==> src/rtl/zircon_ps2_pkg.sv <==
// Shared types and constants for the PS/2 mouse receive path.
package zircon_ps2_pkg;

  typedef enum logic [1:0] {
    ST_IDLE   = 2'd0,
    ST_DATA   = 2'd1,
    ST_PARITY = 2'd2,
    ST_STOP   = 2'd3
  } frame_state_t;

  // Bit positions inside the first (header) byte of a mouse packet
  localparam int BTN_L = 0;
  localparam int BTN_R = 1;
  localparam int BTN_M = 2;
  localparam int SYNC  = 3;
  localparam int XSIGN = 4;
  localparam int YSIGN = 5;
  localparam int XOVF  = 6;
  localparam int YOVF  = 7;

  // Header fields kept between byte 0 and packet completion (sync bit dropped)
  typedef struct packed {
    logic       y_ovf;
    logic       x_ovf;
    logic       y_sign;
    logic       x_sign;
    logic [2:0] buttons;  // {middle, right, left}
  } pkt_hdr_t;

  function automatic int timeout_cycles(input int clk_hz, input int timeout_us);
    return (clk_hz / 1000000) * timeout_us;
  endfunction

endpackage

==> src/rtl/zircon_ps2_frame_rx.sv <==
// PS/2 device-to-host frame receiver: synchronizers, clock glitch filter,
// 11-bit frame FSM and inter-edge timeout.
//
// state     | meaning
// ST_IDLE   | waiting for a start bit (0) on a clock fall
// ST_DATA   | shifting in 8 data bits, LSB first
// ST_PARITY | capturing the odd-parity bit
// ST_STOP   | checking stop bit and parity, emitting byte or error
module zircon_ps2_frame_rx
  import zircon_ps2_pkg::*;
#(
  parameter int CLK_FREQ_HZ = 50000000,
  parameter int FILTER_LEN  = 8,
  parameter int TIMEOUT_US  = 2000
) (
  input  logic       clk,
  input  logic       rst_n,
  input  logic       ps2_clk_in,
  input  logic       ps2_data_in,
  input  logic       rx_enable,
  input  logic       pkt_busy,
  output logic [7:0] byte_data,
  output logic       byte_valid,
  output logic       byte_err
);

  localparam int TO_CYC = timeout_cycles(CLK_FREQ_HZ, TIMEOUT_US);
  localparam int TO_W   = $clog2(TO_CYC + 1);

  logic [1:0]            clk_sync;
  logic [1:0]            dat_sync;
  logic [FILTER_LEN-1:0] hist;
  logic                  clk_filt;
  logic                  clk_filt_q;
  logic                  fall;
  logic                  dat_s;
  frame_state_t          state;
  frame_state_t          state_nxt;
  logic [7:0]            shreg;
  logic [2:0]            bit_cnt;
  logic                  par_bit;
  logic [TO_W-1:0]       to_cnt;
  logic                  to_hit;
  logic                  busy;
  logic                  frame_ok;

  // Synchronize both lines and debounce the clock with a full-agreement filter
  always_ff @(posedge clk) begin
    if (!rst_n) begin
      clk_sync   <= 2'b11;
      dat_sync   <= 2'b11;
      hist       <= '1;
      clk_filt   <= 1'b1;
      clk_filt_q <= 1'b1;
    end else begin
      clk_sync   <= {clk_sync[0], ps2_clk_in};
      dat_sync   <= {dat_sync[0], ps2_data_in};
      hist       <= {hist[FILTER_LEN-2:0], clk_sync[1]};
      if (&hist)
        clk_filt <= 1'b1;
      else if (~|hist)
        clk_filt <= 1'b0;
      clk_filt_q <= clk_filt;
    end
  end

  assign fall     = clk_filt_q & ~clk_filt;
  assign dat_s    = dat_sync[1];
  assign busy     = (state != ST_IDLE) || pkt_busy;
  assign to_hit   = rx_enable && busy && !fall && (to_cnt == '0);
  assign frame_ok = dat_s && (^{par_bit, shreg});

  // Down-counter reloaded on each clock fall; terminal count means the bus stalled
  always_ff @(posedge clk) begin
    if (!rst_n)
      to_cnt <= TO_W'(TO_CYC - 1);
    else if (!rx_enable || fall || !busy || to_hit)
      to_cnt <= TO_W'(TO_CYC - 1);
    else
      to_cnt <= to_cnt - 1'b1;
  end

  // Frame state register
  always_ff @(posedge clk) begin
    if (!rst_n)
      state <= ST_IDLE;
    else
      state <= state_nxt;
  end

  // Next-state decode, advancing only on filtered clock falls
  always_comb begin
    state_nxt = state;
    if (!rx_enable || to_hit)
      state_nxt = ST_IDLE;
    else if (fall) begin
      case (state)
        ST_IDLE:   if (!dat_s) state_nxt = ST_DATA;
        ST_DATA:   if (bit_cnt == 3'd7) state_nxt = ST_PARITY;
        ST_PARITY: state_nxt = ST_STOP;
        ST_STOP:   state_nxt = ST_IDLE;
        default:   state_nxt = ST_IDLE;
      endcase
    end
  end

  // Shift register, bit counter and parity capture
  always_ff @(posedge clk) begin
    if (!rst_n) begin
      shreg   <= 8'h00;
      bit_cnt <= 3'd0;
      par_bit <= 1'b0;
    end else if (fall) begin
      case (state)
        ST_IDLE:   bit_cnt <= 3'd0;
        ST_DATA: begin
          shreg   <= {dat_s, shreg[7:1]};
          bit_cnt <= bit_cnt + 3'd1;
        end
        ST_PARITY: par_bit <= dat_s;
        default:   ;
      endcase
    end
  end

  // Byte strobe or error strobe, issued in the stop-bit fall cycle or on timeout
  always_comb begin
    byte_valid = 1'b0;
    byte_err   = 1'b0;
    if (rx_enable) begin
      if (to_hit)
        byte_err = 1'b1;
      else if (fall && (state == ST_STOP)) begin
        byte_valid = frame_ok;
        byte_err   = !frame_ok;
      end
    end
  end

  assign byte_data = shreg;

endmodule

==> src/rtl/zircon_ps2_mouse_packet_rx.sv <==
// PS/2 mouse receive front end: assembles 3-byte packets into increments,
// button flags and a sticky packet interrupt.
module zircon_ps2_mouse_packet_rx
  import zircon_ps2_pkg::*;
#(
  parameter int CLK_FREQ_HZ = 50000000,
  parameter int FILTER_LEN  = 8,
  parameter int TIMEOUT_US  = 2000
) (
  input  logic       csi_clk,
  input  logic       rsi_reset_n,
  input  logic       ps2_clk_in,
  input  logic       ps2_data_in,
  input  logic       rx_enable,
  input  logic       irq_ack,
  output logic [8:0] x_increment,
  output logic [8:0] y_increment,
  output logic       left_button,
  output logic       right_button,
  output logic       middle_button,
  output logic       x_overflow,
  output logic       y_overflow,
  output logic       packet_valid,
  output logic       frame_err,
  output logic       ins_interrupt
);

  logic [7:0] byte_data;
  logic       byte_valid;
  logic       byte_err;
  logic [1:0] byte_idx;
  pkt_hdr_t   hdr;
  logic [7:0] byte1;
  logic       pkt_done;

  zircon_ps2_frame_rx #(
    .CLK_FREQ_HZ(CLK_FREQ_HZ),
    .FILTER_LEN (FILTER_LEN),
    .TIMEOUT_US (TIMEOUT_US)
  ) u_frame (
    .clk        (csi_clk),
    .rst_n      (rsi_reset_n),
    .ps2_clk_in (ps2_clk_in),
    .ps2_data_in(ps2_data_in),
    .rx_enable  (rx_enable),
    .pkt_busy   (byte_idx != 2'd0),
    .byte_data  (byte_data),
    .byte_valid (byte_valid),
    .byte_err   (byte_err)
  );

  assign pkt_done = byte_valid && (byte_idx == 2'd2);

  // Packet assembly; a header without the sync bit is dropped to regain alignment
  always_ff @(posedge csi_clk) begin
    if (!rsi_reset_n) begin
      byte_idx      <= 2'd0;
      hdr           <= '0;
      byte1         <= 8'h00;
      x_increment   <= 9'h000;
      y_increment   <= 9'h000;
      left_button   <= 1'b0;
      right_button  <= 1'b0;
      middle_button <= 1'b0;
      x_overflow    <= 1'b0;
      y_overflow    <= 1'b0;
      packet_valid  <= 1'b0;
      frame_err     <= 1'b0;
    end else begin
      packet_valid <= pkt_done;
      frame_err    <= byte_err;
      if (!rx_enable || byte_err)
        byte_idx <= 2'd0;
      else if (byte_valid) begin
        case (byte_idx)
          2'd0: begin
            if (byte_data[SYNC]) begin
              hdr.y_ovf   <= byte_data[YOVF];
              hdr.x_ovf   <= byte_data[XOVF];
              hdr.y_sign  <= byte_data[YSIGN];
              hdr.x_sign  <= byte_data[XSIGN];
              hdr.buttons <= {byte_data[BTN_M], byte_data[BTN_R], byte_data[BTN_L]};
              byte_idx    <= 2'd1;
            end
          end
          2'd1: begin
            byte1    <= byte_data;
            byte_idx <= 2'd2;
          end
          2'd2: begin
            x_increment   <= {hdr.x_sign, byte1};
            y_increment   <= {hdr.y_sign, byte_data};
            left_button   <= hdr.buttons[0];
            right_button  <= hdr.buttons[1];
            middle_button <= hdr.buttons[2];
            x_overflow    <= hdr.x_ovf;
            y_overflow    <= hdr.y_ovf;
            byte_idx      <= 2'd0;
          end
          default: byte_idx <= 2'd0;
        endcase
      end
    end
  end

  // Sticky interrupt; a completion in the same cycle as an ack keeps it set
  always_ff @(posedge csi_clk) begin
    if (!rsi_reset_n)
      ins_interrupt <= 1'b0;
    else if (pkt_done)
      ins_interrupt <= 1'b1;
    else if (irq_ack)
      ins_interrupt <= 1'b0;
  end

endmodule
==> config.mk <==
export PLATFORM = sky130hd
export DESIGN_NAME = zircon_ps2_mouse_packet_rx
export DESIGN_NICKNAME = d
export VERILOG_FILES = /design/src/rtl/zircon_ps2_pkg.sv /design/src/rtl/zircon_ps2_frame_rx.sv /design/src/rtl/zircon_ps2_mouse_packet_rx.sv
export SDC_FILE = /design/constraint.sdc
export NUM_CORES = 1
export LEC_CHECK = 0
export CORE_ASPECT_RATIO = 1.4
export CORE_MARGIN = 2
export CORE_UTILIZATION = 56
export CTS_CLUSTER_DIAMETER = 50
export DETAILED_ROUTE_END_ITERATION = 10
export PLACE_DENSITY = 0.87
export SLEW_MARGIN = 20
export SYNTH_ARGS = -nofsm -noshare
export SYNTH_HDL_FRONTEND = slang
export SYNTH_SLANG_ARGS = --single-unit
==> constraint.sdc <==
create_clock -name csi_clk -period 2.5 [get_ports csi_clk]
set_input_delay 0.5 -clock csi_clk [delete_from_list [all_inputs] [get_ports csi_clk]]
set_output_delay 0.5 -clock csi_clk [all_outputs]
set_load 0.05 [all_outputs]
# After elaboration in Yosys (flattened, before gate mapping)
# Index checks and enable logic that the tools add are counted.
op_classes:
  n_addsub: 2
  multipliers: 0
  n_div: 0
  magnitude_cmp: 0
  n_eq_ne: 9
  shifts: 0
  mux: 14
  bitwise_logic: 4
  reduce_logical: 38
ops:
  columns: ["cell", "n"]
  rows:
  - ["$logic_not 17->1", 1]
  - ["$sub 17x1->17 const B", 1]
  - ["$reduce_and 3->1", 3]
  - ["$reduce_xor 9->1", 1]
  - ["$mux 1", 8]
  - ["$pmux 2 s4", 1]
  - ["$reduce_and 2->1", 4]
  - ["$reduce_and 8->1", 1]
  - ["$reduce_bool 2->1", 4]
  - ["$reduce_or 2->1", 4]
  - ["$reduce_or 8->1", 1]
  - ["$eq 2x2->1 const B", 3]
  - ["$logic_and 1x1->1", 6]
  - ["$logic_or 1x1->1", 6]
  - ["$mux 2", 3]
  - ["$pmux 3 s2", 1]
  - ["$eq 2x1->1 const B", 2]
  - ["$logic_not 1->1", 4]
  - ["$logic_not 2->1", 2]
  - ["$ne 2x1->1 const B", 2]
  - ["$pmux 2 s2", 1]
  - ["$reduce_and 4->1", 1]
  - ["$add 3x1->3 const B", 1]
  - ["$eq 3x3->1 const B", 1]
  - ["other kinds (3)", 5]
word_totals:
  ff_bits: 88
  latch_bits: 0
  ram_bits: 0
  mem_bits_ro: 0
  inputBits: 6
  output_inout_bits: 26
  word_cells: 94
  memories: 0

# Longest topological paths before layout
logic_depth:
  word_depth: 10
  depth_mapped: 7
  mapped_depth_nobuf: 6

# Modules after synthesis
# Synthesis repeated with hierarchy kept, for this count alone.
hier_totals:
  hier_cells: 362
  area_unflattened_um2: 3589.7
modules_own_cells:
  columns: ["mod", "instances", "cells_each", "area_per_inst_um2", "seq_area_each_um2"]
  rows:
  - ["zircon_ps2_frame_rx", 1, 209, 2008.2, 900.9]
  - ["zircon_ps2_mouse_packet_rx", 1, 153, 1581.5, 860.8]

# Least setup slack after synthesis
# OpenSTA, ideal clock, no wires.
synth_path:
  path_kind: "register -> register"
  startpoint: "reg u_frame.shreg[4], in the netlist u_frame.byte_data[4]"
  endpoint: "reg x_increment[0]"
  arrival_ns: 1.816
  path_slack_ns: 0.557
  path_stages_with_launch: 7
  n_path_buf: 1
  synth_period_minus_slack_ns: 1.943
  cell_sequence: "dfxtp_1 -> xor2_1 -> xnor3_2 -> mux2i_4 -> buf_8 -> mux2i_1 -> nor2_1"
synth_via:
  elab_chain_cells: 9
  word_cells_on_any_way: 12
synth_lines:
  columns: ["item", "line_no", "rtl"]
  rows:
  - ["start, declared", "zircon_ps2_frame_rx.sv:39", "logic [7:0] shreg;"]
  - ["start signal, assigned", "zircon_ps2_frame_rx.sv:117", "shreg <= {dat_s, shreg[7:1]};"]
  - ["$reduce_xor 9->1 (*)", "zircon_ps2_frame_rx.sv:71", "assign frame_ok = dat_s && (^{par_bit, shreg});"]
  - ["$logic_and 1x1->1 (*)", "zircon_ps2_frame_rx.sv:71", null]
  - ["$logic_not 1->1", "zircon_ps2_frame_rx.sv:135", "byte_err = !frame_ok;"]
  - ["$mux 1", "zircon_ps2_frame_rx.sv:133", "else if (fall && (state == ST_STOP)) begin"]
  - ["$mux 1", "zircon_ps2_frame_rx.sv:131", "if (to_hit)"]
  - ["$mux 1", "zircon_ps2_frame_rx.sv:130", "if (rx_enable) begin"]
  - ["$logic_or 1x1->1", "zircon_ps2_mouse_packet_rx.sv:72", "if (!rx_enable || byte_err)"]
  - ["$not 1->1 (no source line)", null, null]
  - ["$reduce_and 3->1 (no source line) (*)", null, null]
  - ["end signal, assigned", "zircon_ps2_mouse_packet_rx.sv:91", "x_increment <= {hdr.x_sign, byte1};"]
  - ["end, declared", "zircon_ps2_mouse_packet_rx.sv:16", "output logic [8:0] x_increment,"]
# Mark *: on every way between the ends. The rest lies on a longest branch, timed or not.
# A chain may end at the register's enable or synchronous reset.

# Worst setup path after layout
layout_path:
  startpoint: "reg u_frame.shreg[7], in the netlist u_frame.byte_data[7]"
  endpoint: "reg byte1[1]"
layout_via:
  elab_chain_cells: 9
  word_cells_on_any_way: 12
layout_lines:
  columns: ["item", "line_no", "rtl"]
  rows:
  - ["$reduce_xor 9->1 (*)", "zircon_ps2_frame_rx.sv:71", null]
  - ["$logic_and 1x1->1 (*)", "zircon_ps2_frame_rx.sv:71", null]
  - ["$logic_not 1->1", "zircon_ps2_frame_rx.sv:135", null]
  - ["$mux 1", "zircon_ps2_frame_rx.sv:133", null]
  - ["$mux 1", "zircon_ps2_frame_rx.sv:131", null]
  - ["$mux 1", "zircon_ps2_frame_rx.sv:130", null]
  - ["$logic_or 1x1->1", "zircon_ps2_mouse_packet_rx.sv:72", null]
  - ["$not 1->1 (no source line)", null, null]
  - ["$reduce_and 3->1 (no source line) (*)", null, null]
  - ["end signal, assigned", "zircon_ps2_mouse_packet_rx.sv:87", "byte1 <= byte_data;"]
  - ["end, declared", "zircon_ps2_mouse_packet_rx.sv:33", "logic [7:0] byte1;"]
# Marked as above.

==> metrics.txt <==
Die X=71.16 um; Clock Sinks=88; Area growth, synth to finish=15.96%; CTS Buf Count=9; wire per inst=13.70 um; htree depth=3; dpl cells=458; Post-CTS Hold Fix Bufs=0; f_max=0.4766 GHz; worst setup margin=401.7 ps; antenna violations before repair=0; WS Path Type=reg2reg; minimum period implied by the final worst setup slack=2098 ps; layout cells sized above 1=6.716%; I/O pin total=32; Worst setup SP type=flip-flop; PD cells=575.9 nW/um^2; Synth cell types=39; worst clock skew=11.41 ps; combinational fraction of design power=1.4%; GR Util All Layers=19.83%; DRC=0; core area=6168 sq um; setup_tns=0 ps; TritonCTS clock tree=yes; ys flop type=dfxtp_1; synth cell count leaders=dfxtp_1, nor2_1, mux2i_1; CTS resizes=0; Initial Utilization=57.32%; #FFs+latches synth=88; Antenna Nets Post-Route=0; routed vias/inst=5.555; fraction of registers with async set/reset=0%; largest net degree at the start of global routing=52; sw frac=22.23%; Total Wirelength=6.495 mm; DIE HEIGHT=98.02 um; worst-skew pair later-pin latency=370 ps; Yosys top cell by area=dfxtp_1; Net Sw Power=0.5249 mW; Hold WC Path Type=reg2reg; post-synthesis instance total=366; Least-Margin Pin Slew=572.8 ps; setup slack at placement=162.2 ps; cell internal pwr=1.836 mW; final hold viol count=0; RSZ-0062 raised after global routing=false; mean post-synth cell area=9.661 sq um; Nets=411; gp weighted congestion=0.8261; largest cells by area after synthesis=dfxtp_1, mux2i_1, nor2_1; Pleak=1.437 nW; status=complete, no violations; synth warn=0; diodes inserted=0; Final Cycle Share=83.93%; most instantiated library cell after synthesis=dfxtp_1; Max transition margin=60.72%; final slew viol count=0; critical path required time=2790 ps; site row count=34; register area share after synthesis=49.82%; peak supply drop=0.4033 mV; max_cap viols=0; CP endpoint kind=flip-flop; top cell type's share of synthesized area=49.82%; Clock Path Buffers=2; Layout fillers=479; DR vias=2,633; number of DRC markers in iteration 0=206; Syn Nets=380; final setup violation count=0; Detailed Routing Iterations Pass 1=4; vias in the first global route=2,464; Post-Syn Area=3536 sq um; Reg clk slew, reported paths=90 ps; clock network power share=39.0%; Post-CTS Setup Inserts=0; first-pass GRT wire length=10.92 mm; Detailed Place HPWL=4.473 mm; Post-synth EDFFs=0; register share of total power=59.6%; Worst EP arrival=2390 ps; crit path max fanout=8; I/O Buffers=31; root buffer cell=clkbuf_8; global route overflow=0; die area=6975 sq um; non-filler instance count after layout=474
layer usage:
layer	share of wire (%)	track usage [%]	up-vias	routed length, um
li1	-	-	1325	-
met5	0	0	-	0
met2	52	33.83	60	3405
met1	41	22.47	1234	2658
met4	2.3	10.89	0	148
met3	4.3	4.541	14	282
cells by family (layout without fill, tap and decap cells):
kind of cell	Yosys count	in the layout	synth area share [%]
AO/OA/AOI/OAI	41	41	6.723
XOR/XNOR	20	20	6.192
buffers and inverters	26	62	3.503
AND/OR/NAND/NOR	146	146	19.71
adder cells (fa/ha/maj)	8	8	2.831
flip-flops	88	88	49.82
multiplexers	37	37	11.22
sequential cells by signal, summed over array words and instances (netlist names), 3 cells and up:
register / cells
u_frame.bit_cnt: 3
u_frame.byte_data: 8
u_frame.hist: 8
u_frame.to_cnt: 17
byte1: 8
hdr: 7
y_increment: 9
x_increment: 9
stage by stage:
stage	power, mW	cell area, sq um	utilization, %	hold WS (ps)
floorplan	1.460	3536	-	371.5
global placement	1.473	3908	63.35	382.0
detailed placement	1.474	3908	63.35	388.7
CTS	2.380	4100	66.47	409.1
global route	2.440	4100	66.47	425.4
finish	2.361	4100	66.47	409.5
worst paths after layout:
path,start,endpoint,slack (ps),cells after the start
setup / recovery,u_frame.byte_data[7],byte1[1],400,5
hold / removal,u_frame.to_cnt[0],u_frame.to_cnt[0],410,1
setup reg to reg,u_frame.byte_data[7],byte1[1],400,5
hold reg to reg,u_frame.to_cnt[0],u_frame.to_cnt[0],410,1
power by group through the flow:
stage | combinational [mW] | sequential (mW) | clock [mW]
floorplan | 0.0220 | 1.44 | 0
global placement | 0.0330 | 1.44 | 0
detailed placement | 0.0335 | 1.44 | 0
CTS | 0.0336 | 1.41 | 0.939
global route | 0.0373 | 1.41 | 0.995
finish | 0.0335 | 1.41 | 0.921
worst max-delay path, cell delays in order, from the launching register on:
cell and delay, ps:
dfxtp_1 490, xnor2_1 180, xnor3_2 480, mux2i_1 510
o21ai_0 190, a21oi_1 180
cell type report:
class | instances | area, sq um | area share, %
Clock inverter | 5 | 41.29 | 1.007
Multi-Input combinational cell | 252 | 1650 | 40.25
Tap cell | 72 | 90.09 | 2.197
Sequential cell | 88 | 1762 | 42.97
Timing Repair Buffer | 38 | 375.4 | 9.155
Inverter | 8 | 30.03 | 0.7324
Clock buffer | 11 | 151.4 | 3.692
placed cells by master (no fill, tap or decap), types with 2 or more instances in the layout:
master / Yosys / layout
dfxtp_1: 88 / 88
nor2_1: 49 / 49
mux2i_1: 34 / 34
clkdlybuf4s50_1: 0 / 31
nand3_1: 25 / 25
nand2_1: 25 / 25
a21oi_1: 21 / 21
nand2b_1: 15 / 15
xnor2_1: 11 / 11
o21ai_0: 11 / 11
clkbuf_8: 0 / 11
nor3_1: 10 / 10
ha_1: 8 / 8
inv_1: 7 / 7
nand4_1: 6 / 6
xor2_1: 6 / 6
buf_4: 0 / 6
or3_1: 4 / 4
nor2b_1: 3 / 3
clkinv_4: 0 / 3
mux2i_4: 2 / 2
nor3b_1: 2 / 2
nor4_1: 2 / 2
a211oi_1: 2 / 2
or4_1: 2 / 2
a32oi_1: 2 / 2
clkinvlp_4: 0 / 2
Power figures use the tool's default switching activity.
